===== src/rtl/pc_seq_pkg.sv =====
// Shared opcode encodings for the program sequencer
// and the control-unit decoder.
package pc_seq_pkg;

  localparam logic [2:0] OP_NEXT = 3'd0;
  localparam logic [2:0] OP_JMP  = 3'd1;
  localparam logic [2:0] OP_BR   = 3'd2;
  localparam logic [2:0] OP_BREL = 3'd3;
  localparam logic [2:0] OP_CALL = 3'd4;
  localparam logic [2:0] OP_RET  = 3'd5;
  localparam logic [2:0] OP_RSV6 = 3'd6;
  localparam logic [2:0] OP_RSV7 = 3'd7;

endpackage


===== src/rtl/pc_sequencer_if.sv =====
// Control/status bundle between the control unit
// and the program sequencer.
interface pc_sequencer_if #(
  parameter int ADDR_W  = 6,
  parameter int OFF_W   = 4,
  parameter int DEPTH_W = 3
);

  logic              stall;
  logic [2:0]        op;
  logic              cond;
  logic [ADDR_W-1:0] target;
  logic [OFF_W-1:0]  offset;
  logic              clr_err;
  logic [ADDR_W-1:0] pc;
  logic [DEPTH_W-1:0] depth;
  logic              stack_ovf;
  logic              stack_unf;
  logic              illegal_op;

  modport master (
    output stall, op, cond, target,
    output offset, clr_err,
    input  pc, depth, stack_ovf,
    input  stack_unf, illegal_op
  );

  modport slave (
    input  stall, op, cond, target,
    input  offset, clr_err,
    output pc, depth, stack_ovf,
    output stack_unf, illegal_op
  );

endinterface


===== src/rtl/pc_sequencer_return_stack.sv =====
// Return-address LIFO; dout is the current top
// entry so a pop can use it on the same edge.
module return_stack #(
  parameter int WIDTH = 6,
  parameter int DEPTH = 4,
  parameter int CW    = $clog2(DEPTH + 1)
) (
  input  logic             clk,
  input  logic             rst,
  input  logic             push,
  input  logic             pop,
  input  logic [WIDTH-1:0] din,
  output logic [WIDTH-1:0] dout,
  output logic             full,
  output logic             empty,
  output logic [CW-1:0]    count
);

  localparam int AW = (DEPTH > 1) ? $clog2(DEPTH) : 1;

  logic [WIDTH-1:0] mem [DEPTH];
  logic [CW-1:0]    cnt_q;
  logic [AW-1:0]    wr_idx;
  logic [AW-1:0]    top_idx;

  assign wr_idx  = cnt_q[AW-1:0];
  assign top_idx = wr_idx - AW'(1);
  assign dout    = mem[top_idx];
  assign full    = (cnt_q == CW'(DEPTH));
  assign empty   = (cnt_q == '0);
  assign count   = cnt_q;

  always_ff @(negedge clk) begin
    if (push && !full)
      mem[wr_idx] <= din;
  end

  always_ff @(negedge clk) begin
    if (rst)
      cnt_q <= '0;
    else if (push && !full)
      cnt_q <= cnt_q + CW'(1);
    else if (pop && !empty)
      cnt_q <= cnt_q - CW'(1);
  end

endmodule


===== src/rtl/pc_sequencer.sv =====
// Fetch-stage program sequencer: next-PC mux,
// wrap arithmetic, return stack and error flags.
module pc_sequencer
  import pc_seq_pkg::*;
#(
  parameter int ADDR_W      = 6,
  parameter int STACK_DEPTH = 4,
  parameter int RESET_ADDR  = 0,
  parameter int OFF_W       = 4
) (
  input logic clk,
  input logic rst,
  pc_sequencer_if.slave bus
);

  localparam int DW = $clog2(STACK_DEPTH + 1);

  logic [ADDR_W-1:0]       pc_q;
  logic [ADDR_W-1:0]       pc_d;
  logic [ADDR_W-1:0]       pc_inc;
  logic [ADDR_W-1:0]       pc_rel;
  logic [ADDR_W-1:0]       top;
  logic signed [OFF_W-1:0] off_s;
  logic [DW-1:0]           count;
  logic full, empty, push, pop;
  logic ovf_q, unf_q, ill_q;
  logic ovf_set, unf_set, ill_set;

  assign off_s  = bus.offset;
  assign pc_inc = pc_q + ADDR_W'(1);
  // signed cast sign-extends; sum wraps both ways
  assign pc_rel = pc_q + ADDR_W'(off_s);

  always_comb begin
    pc_d    = pc_inc;
    push    = 1'b0;
    pop     = 1'b0;
    ovf_set = 1'b0;
    unf_set = 1'b0;
    ill_set = 1'b0;
    unique case (bus.op)
      OP_NEXT: ;
      OP_JMP:  pc_d = bus.target;
      OP_BR: begin
        if (bus.cond) pc_d = bus.target;
      end
      OP_BREL: begin
        if (bus.cond) pc_d = pc_rel;
      end
      OP_CALL: begin
        pc_d    = bus.target;
        push    = !full;
        ovf_set = full;
      end
      OP_RET: begin
        if (empty) begin
          unf_set = 1'b1;
        end else begin
          pc_d = top;
          pop  = 1'b1;
        end
      end
      default: ill_set = 1'b1;
    endcase
    if (bus.stall) begin
      pc_d    = pc_q;
      push    = 1'b0;
      pop     = 1'b0;
      ovf_set = 1'b0;
      unf_set = 1'b0;
      ill_set = 1'b0;
    end
  end

  return_stack #(
    .WIDTH (ADDR_W),
    .DEPTH (STACK_DEPTH)
  ) u_stack (
    .clk   (clk),
    .rst   (rst),
    .push  (push),
    .pop   (pop),
    .din   (pc_inc),
    .dout  (top),
    .full  (full),
    .empty (empty),
    .count (count)
  );

  always_ff @(negedge clk) begin
    if (rst) begin
      pc_q  <= ADDR_W'(RESET_ADDR);
      ovf_q <= 1'b0;
      unf_q <= 1'b0;
      ill_q <= 1'b0;
    end else begin
      pc_q  <= pc_d;
      ovf_q <= ovf_set | (ovf_q & ~bus.clr_err);
      unf_q <= unf_set | (unf_q & ~bus.clr_err);
      ill_q <= ill_set;
    end
  end

  assign bus.pc         = pc_q;
  assign bus.depth      = count;
  assign bus.stack_ovf  = ovf_q;
  assign bus.stack_unf  = unf_q;
  assign bus.illegal_op = ill_q;

endmodule

===== src/flat_wrapper.sv =====
// flat-port wrapper written by rule: the top's interface ports become plain ports
module pc_sequencer_flat import pc_seq_pkg::*;
#(
  parameter int ADDR_W      = 6,
  parameter int STACK_DEPTH = 4,
  parameter int RESET_ADDR  = 0,
  parameter int OFF_W       = 4
)
  (clk, rst, bus_stall, bus_op, bus_cond, bus_target, bus_offset, bus_clr_err, bus_pc, bus_depth, bus_stack_ovf, bus_stack_unf, bus_illegal_op);
  pc_sequencer_if #(.ADDR_W(ADDR_W), .OFF_W(OFF_W)) bus_i ();
  input logic clk;
  input logic rst;
  input wire logic [$bits(bus_i.stall)-1:0] bus_stall;
  input wire logic [$bits(bus_i.op)-1:0] bus_op;
  input wire logic [$bits(bus_i.cond)-1:0] bus_cond;
  input wire logic [$bits(bus_i.target)-1:0] bus_target;
  input wire logic [$bits(bus_i.offset)-1:0] bus_offset;
  input wire logic [$bits(bus_i.clr_err)-1:0] bus_clr_err;
  output wire logic [$bits(bus_i.pc)-1:0] bus_pc;
  output wire logic [$bits(bus_i.depth)-1:0] bus_depth;
  output wire logic [$bits(bus_i.stack_ovf)-1:0] bus_stack_ovf;
  output wire logic [$bits(bus_i.stack_unf)-1:0] bus_stack_unf;
  output wire logic [$bits(bus_i.illegal_op)-1:0] bus_illegal_op;
  assign bus_i.stall = bus_stall;
  assign bus_i.op = bus_op;
  assign bus_i.cond = bus_cond;
  assign bus_i.target = bus_target;
  assign bus_i.offset = bus_offset;
  assign bus_i.clr_err = bus_clr_err;
  assign bus_pc = bus_i.pc;
  assign bus_depth = bus_i.depth;
  assign bus_stack_ovf = bus_i.stack_ovf;
  assign bus_stack_unf = bus_i.stack_unf;
  assign bus_illegal_op = bus_i.illegal_op;
  pc_sequencer #(.ADDR_W(ADDR_W), .STACK_DEPTH(STACK_DEPTH), .RESET_ADDR(RESET_ADDR), .OFF_W(OFF_W)) u_core (.clk(clk), .rst(rst), .bus(bus_i));
endmodule

===== config.mk =====
export PLATFORM = sky130hd
export DESIGN_NAME = pc_sequencer_flat
export DESIGN_NICKNAME = d
export VERILOG_FILES = /design/src/rtl/pc_seq_pkg.sv /design/src/rtl/pc_sequencer_if.sv /design/src/rtl/pc_sequencer_return_stack.sv /design/src/rtl/pc_sequencer.sv /design/src/flat_wrapper.sv
export SDC_FILE = /design/constraint.sdc
export NUM_CORES = 1
export LEC_CHECK = 0
export CAP_MARGIN = 5
export CORE_MARGIN = 2
export CORE_UTILIZATION = 55
export CTS_CLUSTER_DIAMETER = 50
export DETAILED_ROUTE_END_ITERATION = 12
export PLACE_DENSITY = 0.82
export SLEW_MARGIN = 20
export SYNTH_ARGS = -nofsm -noshare
export SYNTH_HDL_FRONTEND = slang
export SYNTH_SLANG_ARGS = --single-unit

===== constraint.sdc =====
create_clock -name clk -period 6.5 [get_ports clk]
set_clock_uncertainty 0.05 [all_clocks]
set_input_delay 1.3 -clock clk [delete_from_list [all_inputs] [get_ports clk]]
set_output_delay 1.3 -clock clk [all_outputs]
set_load 0.01 [all_outputs]

Yosys cells after proc, flatten, opt, wreduce, memory -nomap -nowiden
Memory sizes are Yosys's and may differ from the RTL's.
Cells that the tools add are included.
- add/subtract/negate cells: 5
- eq/ne operators: 6
- multiplexer cells: 19
- bitwise logic cells: 5
- reductions and logical operators: 10
- operators by type and width (operator ; count):
    $pmux 6 s4 ; 1
    $mux 6 ; 3
    $mux 1 ; 13
    $eq 3x3->1 const B ; 3
    $add 6x1->6 const B ; 1
    $add 6x6->6 ; 1
    $eq 3x2->1 const B ; 2
    $logic_not 3->1 ; 2
    $mux 3 ; 2
    $reduce_or 6->1 ; 1
    $reduce_or 2->1 ; 2
    $add 3x1->3 const B ; 1
    $eq 3x1->1 const B ; 1
    $sub 3x1->3 const B ; 1
    $and 1x1->1 ; 2
    $logic_and 1x1->1 ; 2
    $logic_not 1->1 ; 2
    $or 1x1->1 ; 2
    $reduce_bool 2->1 ; 1
    $sub 2x1->2 const B ; 1
    $not 1->1 ; 1
- bits in registers: 12
- bits in writable memories: 24
- input port bits: 18
- output and inout port bits: 12
- logic and storage cells: 51
- memories: 1
- memory list (name ; words ; width ; rd ports ; clocked after Yosys merged registers in ; write ports ; RTL line ; RTL):
    u_core.u_stack.mem ; 4 ; 6 ; 1 ; 0 ; 1 ; pc_sequencer_return_stack.sv:21 ; logic [WIDTH-1:0] mem [DEPTH];

Depth between registers and ports, before layout
Gate-level depths: netlist of run 1.
- word-level depth: 7
- depth in mapped cells: 9
- mapped depth without buffers: 8

By module
A second synthesis of run 1 with hierarchy kept.
- cells, all modules: 193
- area, all modules: 2207.1 µm²
- modules (own cells, without submodules) (module ; times used ; cells an instance ; area each (µm²) ; sequential area each (µm²)):
    return_stack ; 1 ; 74 ; 1219.9 ; 780.7
    pc_sequencer ; 1 ; 119 ; 987.2 ; 180.2

==> impl_metrics.env, run 1 <==
export IMPL_area_growth_pct=33.5
export IMPL_avgViaCountPerCell=5.78
export IMPL_num_rows=21
export IMPL_synth_top_flop_cell="edfxtp_1"
export IMPL_p_per_area_nw_per_um2=235
export IMPL_cts_buffers=5
export IMPL_port_buffers=29
export IMPL_syn_cell_area_um2=1960
export IMPL_antenna_found_initial=0
export IMPL_ys_ff_latch=36
export IMPL_rsz0062_at_grt="false"
export IMPL_cts_root_buf="clkbuf_4"
export IMPL_post_place_ws_ns=-0.335
export IMPL_dr_pass1_iters=4
export IMPL_drtIter0Drc=98
export IMPL_worst_setup_path_type="in2reg"
export IMPL_hold_slack_ns=0.462
export IMPL_slew_viol_final=0
export IMPL_dpl_hpwl_mm=3.31
export IMPL_min_path_type="reg2reg"
export IMPL_ys_top_cells_by_area="edfxtp_1 (37%), dfxtp_1 (12%), ha_1 (6.4%), mux4_1 (4.0%), xnor2_1 (4.0%)"
export IMPL_synthCells=157
export IMPL_path_clk_slew_ns=0.04
export IMPL_antennaDiodeCount=0
export IMPL_placed_cells=240
export IMPL_layout_nets=266
export IMPL_arrival_ns=3.38
export IMPL_io_pins=30
export IMPL_final_cell_count_no_fill=283
export IMPL_synth_nets=187
export IMPL_clock_latency_ns=0.41
export IMPL_die_h_um=63.7
export IMPL_cp_num_buf_inv=2
export IMPL_yosysWarningCount=0
export IMPL_globalplace_congestion=0.842
export IMPL_ys_seq_area_share_pct=49.0
export IMPL_die_x_um=63.7
export IMPL_ant_nets=0
export IMPL_start_kind="primary input"
export IMPL_peakVddDrop_v=0.000204
export IMPL_setup_viol=0
export IMPL_critPathTopFamily="buffers and inverters"
export IMPL_max_cap_violations=0
export IMPL_htreeDepth=2
export IMPL_yosysTopAreaCellShare_pct=36.8
export IMPL_tritoncts="built"
export IMPL_cts_setup_buffers=0
export IMPL_status="finished, final reports clean"
export IMPL_worst_pin_slew_ns=0.494
export IMPL_num_vias=1637
export IMPL_fin_util_pct=77.2
export IMPL_synth_edff_count=24
export IMPL_tns_ns=0
export IMPL_start_util_pct=57.8
export IMPL_max_slew_margin_pct=66.9
export IMPL_cts_buffer_depth=2
export IMPL_wl_per_cell_um=17.7
export IMPL_grt_overflow=0
export IMPL_crit_fanout=2
export IMPL_grt_max_degree=16
export IMPL_drive_gt1_share_pct=13.5
export IMPL_p_leak_uw=0.00113
export IMPL_ys_async_sr_fraction_pct=0
export IMPL_end_kind="register"
export IMPL_synth_largest_area_cell="edfxtp_1"
export IMPL_grt_pass1_vias=1755
export IMPL_finalHoldViolCount=0
export IMPL_grtUsageTotal_pct=26.0
export IMPL_cp_slowest_cell="clkdlybuf4s50_1"
export IMPL_drc=0
export IMPL_core_area_um2=3390
export IMPL_avgSynthCellArea_um2=12.5
export IMPL_cts_num_sinks=36
export IMPL_critPathMaxStageDelay_ns=0.48
export IMPL_setup_ws_ns=0.112
export IMPL_most_common_layout_cells="inv_1 (47), clkdlybuf4s50_1 (29), edfxtp_1 (24)"
export IMPL_final_common_cell="inv_1"
export IMPL_path_cells="clkdlybuf4s50_1 > or3b_1 > a211oi_2 > inv_1 > fa_2 > xnor2_1 > a21boi_1 > o21ba_1"
export IMPL_die_area_um2=4060
export IMPL_yosysUniqueCellTypes=42
export IMPL_totalWireLength_mm=5.02
export IMPL_critical_path_required_ns=3.49
export IMPL_grt_pass1_wl_mm=7.89
==> synthesized netlist by cell type, types with 3 or more instances <==
cell	count
a211oi_1	4
a21oi_1	6
a221o_1	5
a221oi_1	7
and2_1	5
buf_2	3
clkbuf_1	3
dfxtp_1	12
edfxtp_1	24
ha_1	10
inv_1	12
mux4_1	3
mux4_2	3
nand2_1	3
nand2b_1	3
nor2_1	8
nor3_1	4
xnor2_1	9
==> final timing paths <==
check                                        startpoint                      end  slack (ns)  cells after the start
worst max-delay path                          bus_op[2]  u_core.u_stack.count[2]        0.11                      8
worst max register to register  u_core.u_stack.count[0]         u_core.bus.pc[2]        4.00                      7
worst min-delay path               u_core.bus.stack_unf     u_core.bus.stack_unf        0.46                      2
worst min register to register     u_core.bus.stack_unf     u_core.bus.stack_unf        0.46                      2
==> final cells by class <==
cell class / count / area (um2)
sequential: 36 / 961
timing repair buffer: 44 / 403
tap: 46 / 57.6
multi-input combinational: 102 / 936
inverter: 11 / 41.3
clock buffer: 5 / 37.5
fill: 203 / 773
clock inverter: 39 / 180
==> state kept, by name (all words and copies together) (netlist names) <==
signal,cells
u_core.bus.illegal_op,1
u_core.bus.pc,6
u_core.bus.stack_ovf,1
u_core.bus.stack_unf,1
u_core.u_stack.count,3
u_core.u_stack.mem,24
==> report_power, final <==
part / switching (uW) / internal (uW)
clock network: 144 / 110
registers: 7.14 / 253
logic: 48.3 / 50.7
==> tightest hold or removal path: stages (launching register included) <==
cell,delay (ns)
dfxtp_1,0.33
a32oi_1,0.07
nor2_1,0.07
==> metal layers <==
layer  vias to the layer above  GRT usage, %  share of wire, %
met5                         -             0                 0
met4                         0          13.3               2.6
met3                        16          9.11               6.4
met2                        70          44.5                52
met1                       789          28.4                39
li1                        762             -                 -
==> kinds of logic after synthesis <==
logic type	Yosys count	share of synthesized area, %
fa+ha+maj	12	8.43
simple gates	32	8.88
xor+xnor	11	4.92
mux	8	8.49
flops	36	49.0
buf+inv	19	4.21
compound gates	39	16.0
==> stage by stage <==
step                instance area (um2)  total power [uW]
finish                             2620               614
global route                       2620               655
CTS                                2600               618
detailed placement                 2390               393
global placement                   2390               388
floorplan                          1960               353
==> timing repair <==
action,4_1_cts,5_1_grt
resized for setup,0,3
setup endpoints to repair,0,1
hold buffers,0,0
Note: power is estimated with default switching activity, not from simulation.
==> run 2: changes to the inputs <==
--- a/config.mk
+++ b/config.mk
@@ -10,8 +10,9 @@
 export CORE_UTILIZATION = 55
 export CTS_CLUSTER_DIAMETER = 50
 export DETAILED_ROUTE_END_ITERATION = 12
-export PLACE_DENSITY = 0.82
+export PLACE_DENSITY = 0.81
 export SLEW_MARGIN = 20
 export SYNTH_ARGS = -nofsm -noshare
 export SYNTH_HDL_FRONTEND = slang
+export SYNTH_HIERARCHICAL = 1
 export SYNTH_SLANG_ARGS = --single-unit
==> impl_metrics.env, run 2 <==
export IMPL_status="finished, final reports clean"
export IMPL_grtUsageTotal_pct=23.3
export IMPL_start_util_pct=56.0
export IMPL_netlist_top_cells_count="edfxtp_1 (24), inv_1 (15), a21oi_1 (12), dfxtp_1 (12), ha_1 (11)"
export IMPL_holdBufCountCts=0
export IMPL_synthCells=193
export IMPL_globalplace_congestion=0.857
export IMPL_critical_path_required_ns=3.43
export IMPL_antenna_found_initial=0
export IMPL_dr_pass1_iters=4
export IMPL_p_leak_uw=0.00122
export IMPL_yosys_cell_count_top_type="edfxtp_1"
export IMPL_register_area_um2=961
export IMPL_tns_ns=0
export IMPL_io_pins=30
export IMPL_drtIter0Drc=163
export IMPL_placed_cells=276
export IMPL_path_clk_slew_ns=0.04
export IMPL_layout_nets=297
export IMPL_crit_fanout=4
export IMPL_final_cell_count_no_fill=318
export IMPL_port_buffers=29
export IMPL_start_kind="primary input"
export IMPL_ys_async_sr_fraction_pct=0
export IMPL_yosysUniqueCellTypes=53
export IMPL_finalHoldViolCount=0
export IMPL_arrival_ns=3.33
export IMPL_top_register="u_core/u_stack/mem"
export IMPL_yosysWarningCount=6
export IMPL_worst_setup_path_type="in2reg"
export IMPL_p_per_area_nw_per_um2=224
export IMPL_avgSynthCellArea_um2=11.4
export IMPL_cts_num_sinks=36
export IMPL_drive_gt1_share_pct=16.0
export IMPL_final_common_cell="inv_1"
export IMPL_synth_largest_area_cell="edfxtp_1"
export IMPL_core_area_um2=3940
export IMPL_peakVddDrop_v=0.000177
export IMPL_reg2reg_from="u_core/u_stack/count[0]"
export IMPL_drc=0
export IMPL_avgViaCountPerCell=5.60
export IMPL_die_area_um2=4540
export IMPL_syn_cell_area_um2=2210
export IMPL_startpoint="bus_op[1]"
export IMPL_cts_resized=0
export IMPL_grt_overflow=0
export IMPL_hold_slack_ns=0.453
export IMPL_synth_top_flop_cell="edfxtp_1"
export IMPL_end_kind="register"
export IMPL_cts_setup_buffers=0
export IMPL_worst_pin_slew_ns=0.580
export IMPL_clock_latency_ns=0.35
export IMPL_wl_per_cell_um=15.2
export IMPL_largest_reg_flops=24
export IMPL_multi_input_area_um2=1120
export IMPL_min_from="u_core/bus.stack_ovf"
export IMPL_ant_nets=0
export IMPL_num_vias=1780
export IMPL_num_rows=23
export IMPL_synth_nets=223
export IMPL_slew_viol_final=0
export IMPL_dpl_hpwl_mm=3.54
export IMPL_ys_ff_latch=36
export IMPL_htreeDepth=2
export IMPL_yosysTopAreaCellShare_pct=32.7
export IMPL_synth_edff_count=24
export IMPL_die_x_um=67.3
export IMPL_fillers=314
export IMPL_cts_buffer_depth=2
export IMPL_area_growth_pct=27.9
export IMPL_ys_seq_area_share_pct=43.5
export IMPL_tritoncts="built"
export IMPL_setup_viol=0
export IMPL_antennaDiodeCount=0
export IMPL_max_slew_margin_pct=61.0
export IMPL_cts_buffers=5
export IMPL_grt_pass1_vias=1815
export IMPL_die_h_um=67.3
export IMPL_post_place_ws_ns=-0.147
export IMPL_rsz0062_at_grt="false"
export IMPL_totalWireLength_mm=4.83
export IMPL_max_cap_violations=0
export IMPL_ys_top_cells_by_area="edfxtp_1 (33%), dfxtp_1 (11%), ha_1 (6.2%), mux4_2 (6.1%), a221oi_2 (3.4%)"
export IMPL_cts_root_buf="clkbuf_8"
export IMPL_grt_pass1_wl_mm=7.90
export IMPL_setup_ws_ns=0.102
export IMPL_most_common_layout_cells="inv_1 (49), clkdlybuf4s50_1 (29), edfxtp_1 (24)"
export IMPL_min_path_type="reg2reg"
export IMPL_grt_max_degree=18
==> run 2: changes by cell type after synthesis, moves of 4 or more <==
cell / previous run / this run
nand2_1: 3 / 8
nor2b_1: 2 / 9
a221oi_2: 0 / 5
a221o_1: 5 / 0
a221oi_1: 7 / 0
a21oi_1: 6 / 12
xnor2_1: 9 / 5
==> run 2: kinds of logic (layout without fill, tap and decap cells) <==
family                   Yosys count  in the layout  synth area share (%)
AO/OA/AOI/OAI                     48             48                  17.7
XOR/XNOR                          10             10                  3.97
adder cells (fa/ha/maj)           12             12                  7.14
buffers and inverters             27            102                  6.12
flip-flops                        36             36                  43.5
multiplexers                       9              9                  7.48
AND/OR/NAND/NOR                   51             51                  14.1
==> run 2: power breakdown <==
group          switching [uW]  total (uW)  internal [uW]
clock                     143         250            107
combinational            62.1         123           60.4
sequential               6.99         261            254
total                     212         633            422
==> run 2: path summary, 6_finish.rpt <==
kind,depth (start not counted),slack (ns),to
max,10,0.10,u_core/u_stack/count[2]
min,2,0.45,u_core/bus.stack_ovf
max reg2reg,12,3.63,u_core/u_stack/count[2]
min reg2reg,2,0.45,u_core/bus.stack_ovf
==> run 2: cell type report <==
cell class / count / share of cell area [%]
Multi-Input combinational cell: 130 / 39.6
Clock inverter: 39 / 5.72
Inverter: 15 / 1.99
Sequential cell: 36 / 34.0
Timing Repair Buffer: 43 / 14.0
Clock buffer: 5 / 2.44
Tap cell: 50 / 2.22
==> run 2: per-stage QoR <==
step           cell area, um2  util [%]  power (uW)
6_report                 2820      71.6         633
5_1_grt                  2820      71.6         686
4_1_cts                  2820      71.6         649
3_5_place_dp             2600      65.9         420
3_3_place_gp             2600      65.9         417
2_1_floorplan            2210         -         377
==> run 2: routing by layer <==
| layer | track usage (%) | up-vias | wire (um) |
|---|---|---|---|
| met2 | 37.7 | 58 | 2430 |
| met1 | 29.1 | 839 | 2190 |
| met3 | 6.67 | 4 | 207 |
| li1 | - | 879 | - |
| met4 | 9.95 | 0 | 12 |
| met5 | 0 | - | 0 |
==> run 2: worst max-delay path: stages <==
cell	delay (ns)
clkdlybuf4s50_1	0.48
inv_2	0.08
nand2_1	0.11
nor4_2	0.22
nand2_1	0.11
xnor2_1	0.14
ha_1	0.23
nor4b_1	0.30
a211oi_1	0.10
nor4_1	0.25
==> variant: new RTL, config.mk and constraints of run 2 <==
`ADDR_W` is set to 6 in 3 places; all go to 7.
--- a/src/rtl/pc_sequencer_if.sv
+++ b/src/rtl/pc_sequencer_if.sv
@@ -2,5 +2,5 @@
 // and the program sequencer.
 interface pc_sequencer_if #(
-  parameter int ADDR_W  = 6,
+  parameter int ADDR_W  = 7,
   parameter int OFF_W   = 4,
   parameter int DEPTH_W = 3
--- a/src/rtl/pc_sequencer.sv
+++ b/src/rtl/pc_sequencer.sv
@@ -4,5 +4,5 @@
   import pc_seq_pkg::*;
 #(
-  parameter int ADDR_W      = 6,
+  parameter int ADDR_W      = 7,
   parameter int STACK_DEPTH = 4,
   parameter int RESET_ADDR  = 0,
--- a/src/flat_wrapper.sv
+++ b/src/flat_wrapper.sv
@@ -2,5 +2,5 @@
 module pc_sequencer_flat import pc_seq_pkg::*;
 #(
-  parameter int ADDR_W      = 6,
+  parameter int ADDR_W      = 7,
   parameter int STACK_DEPTH = 4,
   parameter int RESET_ADDR  = 0,
Ports: changed (resized bus_pc and bus_target); port bits go from 30 to 32. The function was not compared with the original's and may differ.
==> variant against run 2 <==
Non-clock buffer count up 7; routed wire length up 25%; via count increased by 16%; count of clock-buffer cells in the layout stayed put; register-to-register slack better by 0.27 ns; clock power is 16% higher; total power increased by 10%; worst setup slack better by 0.11 ns; worst hold slack got worse by 0.010 ns; area after synthesis increased by 11%; design area grew 13%; sequential cell count rose by 5; critical endpoint is now u_core/u_stack/count[1]; largest cell class unchanged; highest routed layer unchanged.
==> variant: results (changes against run 2) <==
run_status:
  status: "complete, no violations"
pwr:
  max-vdd-ir-drop_mv: 0.187  # +5.9%
  switching_share_pct: 34.3  # +0.89 points
  leakagePower_nw: 1.34  # +9.4%
worst_setup_path:
  r2r_slack_ns: 3.90  # +0.27 ns
  crit_path_end: "u_core/u_stack/count[1]"
  regToRegStartpoint: "u_core/u_stack/count[0]"
  rr_endpoint: "u_core/bus.pc[3]"
  crit_fanout: 2  # -2
  critPathKind: "primary input to register"
  critical_path_arrival_ns: 3.24  # -0.09 ns
  cp-startpoint: "bus_stall"
  timing.reg2reg.worst_path_depth: 10  # -2
clock_network:
  path_clk_slew_ns: 0.04  # about the same
  numCtsBuffers: 5  # unchanged
  root_buffer: "clkbuf_8"
  htreeDepth: 2  # unchanged
  cts-resized-gates: 0  # unchanged
  post_cts_buffers: 0  # unchanged
  insertion_delay_ns: 0.37  # +0.02 ns
route:
  num_vias: 2067  # +16%
  dr.pass1.iters: 4  # unchanged
  ant_nets: 0  # unchanged
  drt_iter0_drc: 204  # +25%
  routedWlPerCell_um: 17.0  # +12%
global_routing:
  global_route.usage.total_pct: 25.3  # +2.0 points
  antenna_found_initial: 0  # unchanged
  grt_pass1_vias: 2190  # +21%
  grt_pass1_wl_um: 9880  # +25%
  grt_start_max_net_pins: 17  # -1
synth:
  ys_seq_area_share_pct: 45.0  # +1.5 points
  ys_types: 56  # +5.7%
  yosysTopAreaCell: "edfxtp_1"
  synth-edff-count: 28  # +17%
  ys_top_cells_by_area: "edfxtp_1, dfxtp_1, mux4_2"
  ys_async_sr_fraction_pct: 0  # unchanged
  ys_top_cells_by_count: "edfxtp_1, nor2_1, inv_1"
  syn_nets: 248  # +11%
  yosysWarnings: 6  # unchanged
  synthCells: 216  # +12%
place:
  globalplace.congestion: 0.942  # +10%
  hpwl_um: 4310  # +22%
  numPortBuffers: 31  # +6.9%
  place_inst: 309  # +12%
timing:
  whs_ns: 0.443  # -0.0104 ns
  worst_pin_slew_ns: 0.840  # +0.260 ns
hold_path:
  min_to: "u_core/bus.stack_ovf"
  hold_start: "u_core/bus.stack_ovf"
  whs_path_depth: 2  # unchanged
  hold_class: "register to register"
finish:
  fin_nets: 335  # +13%
  fin_cells: 356  # +12%
  diodes: 0  # unchanged
  drive_above_1_share_pct: 15.8  # -0.26 points
  regMostFlops: "u_core/u_stack/mem"
  largest_register_ffs: 28  # +17%
-- variant: power by group through the flow --
stage          registers [W]  logic [W]  clock network [W]
2_1_floorplan       0.000300  0.0000655          0.0000400
3_3_place_gp        0.000301   0.000106          0.0000400
3_5_place_dp        0.000301   0.000109          0.0000400
4_1_cts             0.000297   0.000111           0.000299
5_1_grt             0.000298   0.000121           0.000323
6_report            0.000297   0.000112           0.000289
-- variant: critical path, stage by stage --
cell	delay [ns]
clkdlybuf4s50_1	0.49
nor2b_4	0.14
nand2_1	0.09
nor2_4	0.12
a21boi_4	0.19
xnor2_1	0.08
ha_1	0.31
nand2b_1	0.10
o31ai_1	0.07
a2111oi_1	0.35
-- variant: per-stage QoR --
stage / setup WS, ns / area (um^2)
floorplan: 0.0358 / 2470
global placement: -0.0950 / 2940
detailed placement: -0.143 / 2940
CTS: 0.231 / 3180
global route: 0.0766 / 3180
finish: 0.211 / 3180
-- variant: logic make-up (layout without fill, tap and decap cells) --
logic type,count (synthesis),in the layout,share of synthesized area (%)
flops,41,41,45.0
buf+inv,23,111,4.14
simple gates,66,66,16.0
mux,12,12,8.59
fa+ha+maj,13,13,6.96
compound gates,52,52,16.1
xor+xnor,9,9,3.22
-- variant: cell type report --
cell class / instances / area, um^2
Tap cell: 52 / 65.1
Clock inverter: 44 / 185
Inverter: 12 / 45.0
Clock buffer: 5 / 68.8
Multi-Input combinational cell: 152 / 1270
Fill cell: 325 / 1140
Sequential cell: 41 / 1100
Timing Repair Buffer: 50 / 453
-- variant: metal layers --
metal | routed length (um) | vias to the layer above | share of wire (%) | track usage (%)
li1 | - | 997 | - | -
met1 | 2560 | 984 | 42 | 31.6
met2 | 3020 | 84 | 50 | 41.5
met3 | 470 | 2 | 7.8 | 8.40
met4 | 10 | 0 | 0.17 | 8.39
met5 | 0 | - | 0 | 0
